`src/rtl/multicycle_ctrl_pkg.sv`:
```
`default_nettype none
// +----------------------------------------------------------------------+
// | ctrl_pkg : shared encodings for the multi-cycle RV32I control FSM     |
// | Rev 1.0                                                              |
// +----------------------------------------------------------------------+
package ctrl_pkg;

    typedef logic [3:0] state_t;

    localparam state_t ST_IDLE     = 4'd0;
    localparam state_t ST_FETCH    = 4'd1;
    localparam state_t ST_DECODE   = 4'd2;
    localparam state_t ST_MEMADR   = 4'd3;
    localparam state_t ST_MEMREAD  = 4'd4;
    localparam state_t ST_MEMWB    = 4'd5;
    localparam state_t ST_MEMWRITE = 4'd6;
    localparam state_t ST_EXECR    = 4'd7;
    localparam state_t ST_EXECI    = 4'd8;
    localparam state_t ST_ALUWB    = 4'd9;
    localparam state_t ST_BEQ      = 4'd10;
    localparam state_t ST_JAL      = 4'd11;
    localparam state_t ST_HALT     = 4'd15;

    localparam logic [6:0] OP_LW  = 7'b0000011;
    localparam logic [6:0] OP_SW  = 7'b0100011;
    localparam logic [6:0] OP_R   = 7'b0110011;
    localparam logic [6:0] OP_I   = 7'b0010011;
    localparam logic [6:0] OP_BEQ = 7'b1100011;
    localparam logic [6:0] OP_JAL = 7'b1101111;

    localparam logic [2:0] ALU_ADD = 3'b000;
    localparam logic [2:0] ALU_SUB = 3'b001;
    localparam logic [2:0] ALU_AND = 3'b010;
    localparam logic [2:0] ALU_OR  = 3'b011;
    localparam logic [2:0] ALU_SLT = 3'b101;

    localparam logic [1:0] RES_ALUOUT = 2'b00;
    localparam logic [1:0] RES_MEM    = 2'b01;
    localparam logic [1:0] RES_ALU    = 2'b10;

    localparam logic [1:0] SRCA_PC    = 2'b00;
    localparam logic [1:0] SRCA_OLDPC = 2'b01;
    localparam logic [1:0] SRCA_RS1   = 2'b10;

    localparam logic [1:0] SRCB_RS2  = 2'b00;
    localparam logic [1:0] SRCB_IMM  = 2'b01;
    localparam logic [1:0] SRCB_FOUR = 2'b10;

    localparam logic [1:0] IMM_I = 2'b00;
    localparam logic [1:0] IMM_S = 2'b01;
    localparam logic [1:0] IMM_B = 2'b10;
    localparam logic [1:0] IMM_J = 2'b11;

    function automatic logic [1:0] imm_src_of(input logic [6:0] op);
        case (op)
            OP_SW:   return IMM_S;
            OP_BEQ:  return IMM_B;
            OP_JAL:  return IMM_J;
            default: return IMM_I;
        endcase
    endfunction

endpackage
`default_nettype wire

```
`src/rtl/multicycle_ctrl_if.sv`:
```
`default_nettype none
// +----------------------------------------------------------------------+
// | multicycle_ctrl_if : decode inputs, memory handshake and datapath     |
// | control bundle between controller (master) and datapath (slave)      |
// | Rev 1.0                                                              |
// +----------------------------------------------------------------------+
interface multicycle_ctrl_if;
    logic [6:0] opcode;
    logic [2:0] funct3;
    logic       funct7b5;
    logic       zero;
    logic       mem_ready;
    logic       mem_req;
    logic       mem_write;
    logic       adr_src;
    logic       ir_write;
    logic       pc_write;
    logic       reg_write;
    logic [1:0] result_src;
    logic [1:0] alu_src_a;
    logic [1:0] alu_src_b;
    logic [2:0] alu_ctrl;
    logic [1:0] imm_src;
    logic       illegal;
    logic [3:0] state_o;

    modport master (
        input  opcode, funct3, funct7b5, zero, mem_ready,
        output mem_req, mem_write, adr_src, ir_write, pc_write, reg_write,
               result_src, alu_src_a, alu_src_b, alu_ctrl, imm_src, illegal, state_o
    );

    modport slave (
        output opcode, funct3, funct7b5, zero, mem_ready,
        input  mem_req, mem_write, adr_src, ir_write, pc_write, reg_write,
               result_src, alu_src_a, alu_src_b, alu_ctrl, imm_src, illegal, state_o
    );
endinterface
`default_nettype wire

```
`src/rtl/multicycle_ctrl_alu_ctrl_dec.sv`:
```
`default_nettype none
// +----------------------------------------------------------------------+
// | alu_ctrl_dec : funct3/funct7 to ALU operation for execute states      |
// | Rev 1.0                                                              |
// +----------------------------------------------------------------------+
module alu_ctrl_dec
    import ctrl_pkg::*;
(
    input  logic [6:0] opcode_i,
    input  logic [2:0] funct3_i,
    input  logic       funct7b5_i,
    output logic [2:0] alu_ctrl_o
);
    always_comb begin
        alu_ctrl_o = ALU_ADD;
        case (funct3_i)
            // Immediate forms never subtract: instr[30] is part of the immediate there.
            3'b000:  if (funct7b5_i && (opcode_i == OP_R)) alu_ctrl_o = ALU_SUB;
            3'b010:  alu_ctrl_o = ALU_SLT;
            3'b110:  alu_ctrl_o = ALU_OR;
            3'b111:  alu_ctrl_o = ALU_AND;
            default: alu_ctrl_o = ALU_ADD;
        endcase
    end
endmodule
`default_nettype wire

```
`src/rtl/multicycle_ctrl.sv`:
```
`default_nettype none
// +----------------------------------------------------------------------+
// | multicycle_ctrl : fetch/decode/execute/mem/writeback sequencer with   |
// | memory req/ready handshake. Optional counters under PERF_CNT_EN.      |
// | Rev 1.0                                                              |
// +----------------------------------------------------------------------+
module multicycle_ctrl
    import ctrl_pkg::*;
#(
    parameter int CNT_W = 32
) (
    input  logic                 clk,
    input  logic                 rst_n,
    multicycle_ctrl_if.master    bus
`ifdef PERF_CNT_EN
    ,
    output logic [CNT_W-1:0]     cycle_cnt,
    output logic [CNT_W-1:0]     instret_cnt
`endif
);
    state_t     state_q, state_d;
    logic       illegal_q, illegal_d;
    logic [2:0] w_dec_alu;

    logic       w_mem_req, w_mem_write, w_adr_src, w_ir_write, w_pc_write, w_reg_write;
    logic [1:0] w_result_src, w_alu_src_a, w_alu_src_b;
    logic [2:0] w_alu_ctrl;

    alu_ctrl_dec u_alu_ctrl_dec (
        .opcode_i   (bus.opcode),
        .funct3_i   (bus.funct3),
        .funct7b5_i (bus.funct7b5),
        .alu_ctrl_o (w_dec_alu)
    );

    always_ff @(posedge clk or negedge rst_n) begin
        if (!rst_n) begin
            state_q   <= ST_IDLE;
            illegal_q <= 1'b0;
        end else begin
            state_q   <= state_d;
            illegal_q <= illegal_d;
        end
    end

    always_comb begin
        state_d   = state_q;
        illegal_d = illegal_q;
        case (state_q)
            ST_IDLE:     state_d = ST_FETCH;
            ST_FETCH:    if (bus.mem_ready) state_d = ST_DECODE;
            ST_DECODE: begin
                case (bus.opcode)
                    OP_LW, OP_SW: state_d = ST_MEMADR;
                    OP_R:         state_d = ST_EXECR;
                    OP_I:         state_d = ST_EXECI;
                    OP_BEQ:       state_d = ST_BEQ;
                    OP_JAL:       state_d = ST_JAL;
                    default: begin
                        state_d   = ST_HALT;
                        illegal_d = 1'b1;
                    end
                endcase
            end
            ST_MEMADR:   state_d = (bus.opcode == OP_SW) ? ST_MEMWRITE : ST_MEMREAD;
            ST_MEMREAD:  if (bus.mem_ready) state_d = ST_MEMWB;
            ST_MEMWB:    state_d = ST_FETCH;
            ST_MEMWRITE: if (bus.mem_ready) state_d = ST_FETCH;
            ST_EXECR,
            ST_EXECI:    state_d = ST_ALUWB;
            ST_ALUWB:    state_d = ST_FETCH;
            ST_BEQ:      state_d = ST_FETCH;
            ST_JAL:      state_d = ST_ALUWB;
            ST_HALT:     state_d = ST_HALT;
            default:     state_d = ST_IDLE;
        endcase
    end

    always_comb begin
        w_mem_req    = 1'b0;
        w_mem_write  = 1'b0;
        w_adr_src    = 1'b0;
        w_ir_write   = 1'b0;
        w_pc_write   = 1'b0;
        w_reg_write  = 1'b0;
        w_result_src = RES_ALUOUT;
        w_alu_src_a  = SRCA_PC;
        w_alu_src_b  = SRCB_RS2;
        w_alu_ctrl   = ALU_ADD;
        case (state_q)
            ST_FETCH: begin
                w_mem_req    = 1'b1;
                w_alu_src_b  = SRCB_FOUR;
                w_result_src = RES_ALU;
                w_ir_write   = bus.mem_ready;
                w_pc_write   = bus.mem_ready;
            end
            // ALUOut captures oldPC+imm here so BEQ/JAL can use it as target.
            ST_DECODE: begin
                w_alu_src_a = SRCA_OLDPC;
                w_alu_src_b = SRCB_IMM;
            end
            ST_MEMADR: begin
                w_alu_src_a = SRCA_RS1;
                w_alu_src_b = SRCB_IMM;
            end
            ST_MEMREAD: begin
                w_mem_req = 1'b1;
                w_adr_src = 1'b1;
            end
            ST_MEMWB: begin
                w_result_src = RES_MEM;
                w_reg_write  = 1'b1;
            end
            ST_MEMWRITE: begin
                w_mem_req   = 1'b1;
                w_mem_write = 1'b1;
                w_adr_src   = 1'b1;
            end
            ST_EXECR: begin
                w_alu_src_a = SRCA_RS1;
                w_alu_ctrl  = w_dec_alu;
            end
            ST_EXECI: begin
                w_alu_src_a = SRCA_RS1;
                w_alu_src_b = SRCB_IMM;
                w_alu_ctrl  = w_dec_alu;
            end
            ST_ALUWB:    w_reg_write = 1'b1;
            ST_BEQ: begin
                w_alu_src_a = SRCA_RS1;
                w_alu_ctrl  = ALU_SUB;
                w_pc_write  = bus.zero;
            end
            ST_JAL: begin
                w_alu_src_a = SRCA_OLDPC;
                w_alu_src_b = SRCB_FOUR;
                w_pc_write  = 1'b1;
            end
            default: ;
        endcase
    end

    assign bus.mem_req    = w_mem_req;
    assign bus.mem_write  = w_mem_write;
    assign bus.adr_src    = w_adr_src;
    assign bus.ir_write   = w_ir_write;
    assign bus.pc_write   = w_pc_write;
    assign bus.reg_write  = w_reg_write;
    assign bus.result_src = w_result_src;
    assign bus.alu_src_a  = w_alu_src_a;
    assign bus.alu_src_b  = w_alu_src_b;
    assign bus.alu_ctrl   = w_alu_ctrl;
    assign bus.imm_src    = imm_src_of(bus.opcode);
    assign bus.illegal    = illegal_q;
    assign bus.state_o    = state_q;

`ifdef PERF_CNT_EN
    logic [CNT_W-1:0] cycle_cnt_q, instret_cnt_q;

    always_ff @(posedge clk or negedge rst_n) begin
        if (!rst_n) begin
            cycle_cnt_q   <= '0;
            instret_cnt_q <= '0;
        end else begin
            if ((state_q != ST_IDLE) && (state_q != ST_HALT))
                cycle_cnt_q <= cycle_cnt_q + CNT_W'(1);
            // A FETCH->FETCH wait is not a new entry; IDLE->FETCH retires nothing.
            if ((state_d == ST_FETCH) && (state_q != ST_IDLE) && (state_q != ST_FETCH))
                instret_cnt_q <= instret_cnt_q + CNT_W'(1);
        end
    end

    assign cycle_cnt   = cycle_cnt_q;
    assign instret_cnt = instret_cnt_q;
`else
    logic unused_cnt_w;
    assign unused_cnt_w = (CNT_W != 0);
`endif

endmodule
`default_nettype wire

```
`src/flat_wrapper.sv`:
```
// flat-port wrapper written by rule: the top's interface ports become plain ports
module multicycle_ctrl_flat import ctrl_pkg::*;
#(
    parameter int CNT_W = 32
)
  (clk, rst_n, bus_opcode, bus_funct3, bus_funct7b5, bus_zero, bus_mem_ready, bus_mem_req, bus_mem_write, bus_adr_src, bus_ir_write, bus_pc_write, bus_reg_write, bus_result_src, bus_alu_src_a, bus_alu_src_b, bus_alu_ctrl, bus_imm_src, bus_illegal, bus_state_o);
  multicycle_ctrl_if bus_i ();
  input  logic clk;
  input  logic rst_n;
  input wire logic [$bits(bus_i.opcode)-1:0] bus_opcode;
  input wire logic [$bits(bus_i.funct3)-1:0] bus_funct3;
  input wire logic [$bits(bus_i.funct7b5)-1:0] bus_funct7b5;
  input wire logic [$bits(bus_i.zero)-1:0] bus_zero;
  input wire logic [$bits(bus_i.mem_ready)-1:0] bus_mem_ready;
  output wire logic [$bits(bus_i.mem_req)-1:0] bus_mem_req;
  output wire logic [$bits(bus_i.mem_write)-1:0] bus_mem_write;
  output wire logic [$bits(bus_i.adr_src)-1:0] bus_adr_src;
  output wire logic [$bits(bus_i.ir_write)-1:0] bus_ir_write;
  output wire logic [$bits(bus_i.pc_write)-1:0] bus_pc_write;
  output wire logic [$bits(bus_i.reg_write)-1:0] bus_reg_write;
  output wire logic [$bits(bus_i.result_src)-1:0] bus_result_src;
  output wire logic [$bits(bus_i.alu_src_a)-1:0] bus_alu_src_a;
  output wire logic [$bits(bus_i.alu_src_b)-1:0] bus_alu_src_b;
  output wire logic [$bits(bus_i.alu_ctrl)-1:0] bus_alu_ctrl;
  output wire logic [$bits(bus_i.imm_src)-1:0] bus_imm_src;
  output wire logic [$bits(bus_i.illegal)-1:0] bus_illegal;
  output wire logic [$bits(bus_i.state_o)-1:0] bus_state_o;
  assign bus_i.opcode = bus_opcode;
  assign bus_i.funct3 = bus_funct3;
  assign bus_i.funct7b5 = bus_funct7b5;
  assign bus_i.zero = bus_zero;
  assign bus_i.mem_ready = bus_mem_ready;
  assign bus_mem_req = bus_i.mem_req;
  assign bus_mem_write = bus_i.mem_write;
  assign bus_adr_src = bus_i.adr_src;
  assign bus_ir_write = bus_i.ir_write;
  assign bus_pc_write = bus_i.pc_write;
  assign bus_reg_write = bus_i.reg_write;
  assign bus_result_src = bus_i.result_src;
  assign bus_alu_src_a = bus_i.alu_src_a;
  assign bus_alu_src_b = bus_i.alu_src_b;
  assign bus_alu_ctrl = bus_i.alu_ctrl;
  assign bus_imm_src = bus_i.imm_src;
  assign bus_illegal = bus_i.illegal;
  assign bus_state_o = bus_i.state_o;
  multicycle_ctrl #(.CNT_W(CNT_W)) u_core (.clk(clk), .rst_n(rst_n), .bus(bus_i));
endmodule
```
`config.mk`:
```
export PLATFORM = sky130hd
export DESIGN_NAME = multicycle_ctrl_flat
export DESIGN_NICKNAME = d
export VERILOG_FILES = /design/src/rtl/multicycle_ctrl_pkg.sv /design/src/rtl/multicycle_ctrl_if.sv /design/src/rtl/multicycle_ctrl_alu_ctrl_dec.sv /design/src/rtl/multicycle_ctrl.sv /design/src/flat_wrapper.sv
export SDC_FILE = /design/constraint.sdc
export NUM_CORES = 1
export LEC_CHECK = 0
export ABC_AREA = 0
export BUFFER_PORTS_ARGS = -buffer_cell sky130_fd_sc_hd__buf_2
export CORE_MARGIN = 5
export CORE_UTILIZATION = 25
export CTS_CLUSTER_SIZE = 40
export DETAILED_ROUTE_END_ITERATION = 8
export PLACE_DENSITY = 0.6
export SYNTH_ARGS = -nofsm -noshare
export SYNTH_HDL_FRONTEND = slang
export SYNTH_SLANG_ARGS = --single-unit
export TNS_END_PERCENT = 1
```
`constraint.sdc`:
```
create_clock -name clk -period 1.7 [get_ports clk]
set_input_delay 0.17 -clock clk [delete_from_list [all_inputs] [get_ports clk]]
set_output_delay 0.17 -clock clk [all_outputs]
set_load 0.1 [all_outputs]
```
==> key figures <==
Status
  – Status: complete, but fails checks
  – Violations in the final reports: negative setup slack

Final layout
  – Antenna cell count: 0
  – Synthesis-to-finish area growth: 113.5%
  – Number of nets in the layout: 161
  – Non-Filler Cell Area, Final: 1445 um^2
  – Ratio of cells with drive above 1 in the final layout: 56.55%

Floorplan
  – Number of top-level design ports: 37
  – Die Area: 3848 um^2
  – Floorplan core area: 2522 um^2
  – Number of rows created at floorplan: 18
  – Initial core utilization: 26.84%
  – DIE WIDTH: 62.04 um
  – Vertical die dimension: 62.04 um

Place
  – Total cell area at the placement stage: 1313 um^2
  – Port Buffer Count: 36
  – GP Congestion: 0.9211
  – HPWL after detailed placement: 1.890 mm

Clock tree
  – Clk sink count: 5
  – H-Tree Depth: 1
  – Max Buffers Root-to-Sink: 2
  – CTS tree: yes
  – Clock buffer count from CTS: 3
  – Clock latency of the later-clocked register in the worst-skew pair: 0.25 ns
  – Register clock-pin slew on the reported worst setup and hold paths: 0.05 ns
  – Clock root buffer: sky130_fd_sc_hd__clkbuf_4

Drt
  – DRC errors left: 0
  – Iteration-0 DRC count of the detailed router: 37
  – Number of optimization iterations in the first detailed-route pass: 4
  – Number of antenna-violating nets in the routed design: 0
  – Vias per cell: 5.417
  – Post-Route WL: 2.496 mm
  – Vias: 948
  – DR WL/cell: 14.26 um

Hold path
  – Startpoint of the worst hold path: bus_mem_ready
  – Worst hold-check path type: in -> reg

Critical path
  – Maximum fanout encountered on the critical timing path: 4
  – Launching point of the worst reg2reg path: u_core.bus.state_o[2]
  – Critical path startpoint: u_core.bus.state_o[2]
  – Crit end category: primary output
  – Data required, critical path: 1.53 ns
  – WS Path Type: reg -> out
  – CP arrival: 1.66 ns
  – Category of the worst setup path launch point: flop

Timing
  – Final setup violation count: 8
  – Final hold slack: 0.2443 ns
  – Number of hold violations in the final report: 0
  – Number of pins exceeding their max-slew limit in the final report: 0
  – F_max: 546.4 MHz
  – Setup clock skew after layout: 0.004794 ns
  – Post-layout worst setup margin: -0.1302 ns
  – Share of the clock period used by the worst path: 107.7%
  – Pin slew with the least headroom to its limit: 0.4900 ns
  – RSZ-0062 raised after global routing: true
  – Final worst path period need: 1.830 ns
  – Remaining max-slew budget at the tightest pin: 67.56%

Synthesis
  – Compound-Gate Fraction of Synth Area: 26.99%
  – Dominant combinational cell family by area after synthesis: simple AND/OR/NAND/NOR gates
  – Leading register cell type out of synthesis: sky130_fd_sc_hd__dfrtp_1
  – Synthesized netlist net count: 114
  – Netlist Area Pre-Place: 676.9 um^2
  – Cell accounting for the most synthesized area: sky130_fd_sc_hd__dfrtp_1
  – Proportion of synthesized area in mux cells: 0%
  – Flops & latches, synth: 5
  – Xor/xnor share of the synthesized area: 2.588%
  – Portion of synthesized cell area occupied by the leading cell type: 18.48%
  – Largest cells by area after synthesis: sky130_fd_sc_hd__dfrtp_1 18%, sky130_fd_sc_hd__nor2_1 8.9%, sky130_fd_sc_hd__nand2b_1 8.3%
  – Part of the Yosys area used for sequential elements: 18.48%
  – EDFF count, synth: 0
  – Fraction of the mapped netlist area in simple logic gates: 46.58%
  – Adder-Cell Fraction of Synth Area: 0%
  – Cell variety after synth: 36
  – Warnings from Yosys: 0
  – Share of synthesized registers carrying an async set or reset: 100.0%
  – Synthesized area divided by synthesized cell count: 6.837 um^2
  – Synthesized netlist cell count: 99

GRT
  – Pin count of the biggest net entering global routing: 14
  – Number of global-route vias before repair: 900
  – Gr ovfl total: 0
  – Wire length of the first global-routing pass: 4.222 mm
  – Total global routing track utilization: 14.79%
  – Number of antenna violations at the first check in global routing: 0

Flow run
  – Number of max-cap violations: 0
## cell usage in the layout (no fill, tap or decap), types with 4 or more instances in the layout
cell | Yosys | routed
sky130_fd_sc_hd__nand2b_4 | 0 | 4
sky130_fd_sc_hd__nor2_4 | 0 | 6
sky130_fd_sc_hd__dfrtp_4 | 0 | 4
sky130_fd_sc_hd__nand2b_1 | 9 | 5
sky130_fd_sc_hd__buf_2 | 2 | 20
sky130_fd_sc_hd__nand2_1 | 9 | 9
sky130_fd_sc_hd__o21ai_0 | 7 | 5
sky130_fd_sc_hd__nor3_1 | 6 | 5
sky130_fd_sc_hd__nor2_1 | 16 | 8
sky130_fd_sc_hd__buf_4 | 0 | 8
sky130_fd_sc_hd__buf_12 | 0 | 17
## state kept, by name (all words and copies together), names as in the netlist
name and count:
u_core.bus.illegal 1, u_core.bus.state_o 4
## path summary, 6_finish.rpt
path | endpoint | slack (ns) | cells after the start
min in group asynchronous | u_core.bus.state_o[1] | 0.31 | 2
max in group asynchronous | u_core.bus.state_o[2] | 1.24 | 2
min reg2reg | u_core.bus.illegal | 0.47 | 1
min | u_core.bus.state_o[0] | 0.24 | 2
max reg2reg | u_core.bus.state_o[0] | 0.08 | 6
max | bus_alu_ctrl[0] | -0.13 | 4
## area by class of cell
type	instances	area, um^2
sequential	5	140.1
multi-input combinational	85	691.9
inverter	3	15.01
tap	30	37.54
clock inverter	1	5.005
timing repair buffer	48	533.0
fill	220	1077
clock buffer	3	22.52
## what timing repair did
action                                  4_1_cts  5_1_grt
hold buffers                                  1        0
endpoints found under the setup margin        9       15
buffers inserted                              1        0
pin swaps                                     3        3
resized for setup                             8        7
gates cloned                                  0        0
endpoints found under the hold margin         5        0
## metal layers
layer	routed length, um	vias up	global-route usage, %
li1	-	454	-
met1	939	435	16.48
met2	1238	50	25.44
met3	218	9	2.479
met4	100	0	10.00
met5	0	-	0
## critical path, stage by stage (launching register included)
cell and delay (ns):
sky130_fd_sc_hd__dfrtp_4 0.49, sky130_fd_sc_hd__nand2b_4 0.16, sky130_fd_sc_hd__o31a_1 0.32, sky130_fd_sc_hd__o31ai_4 0.23
sky130_fd_sc_hd__buf_12 0.21
## cell families (layout without fill, tap and decap cells)
kind of cell	after synthesis	after routing
simple gates	57	57
compound gates	26	26
buf+inv	9	55
flops	5	5
xor+xnor	2	2
## Yosys cell counts, drive strengths merged, types with 2 or more instances
master	n
nand3	2
clkbuf	4
dfrtp	5
or2	3
a32o	2
a21oi	4
nor3	6
o21ai	7
inv	3
nand2	9
nand2b	9
xor2	2
nor2	16
nor2b	4
nand3b	2
buf	2
## per-stage QoR
step           setup slack (ns)  cells  TNS [ns]  util (%)
2_1_floorplan           -0.5845     99    -7.676         -
3_3_place_gp            0.07333    169         0     52.03
3_5_place_dp            0.05804    169         0     52.03
4_1_cts                 -0.1368    175   -0.5607     55.85
5_1_grt                 -0.1935    175    -1.144     57.29
6_report                -0.1302    175   -0.4671     57.29
Power is left out: the tool's default activity adds up to more than one toggle a clock period on the data nets, which glitch-free logic cannot reach.
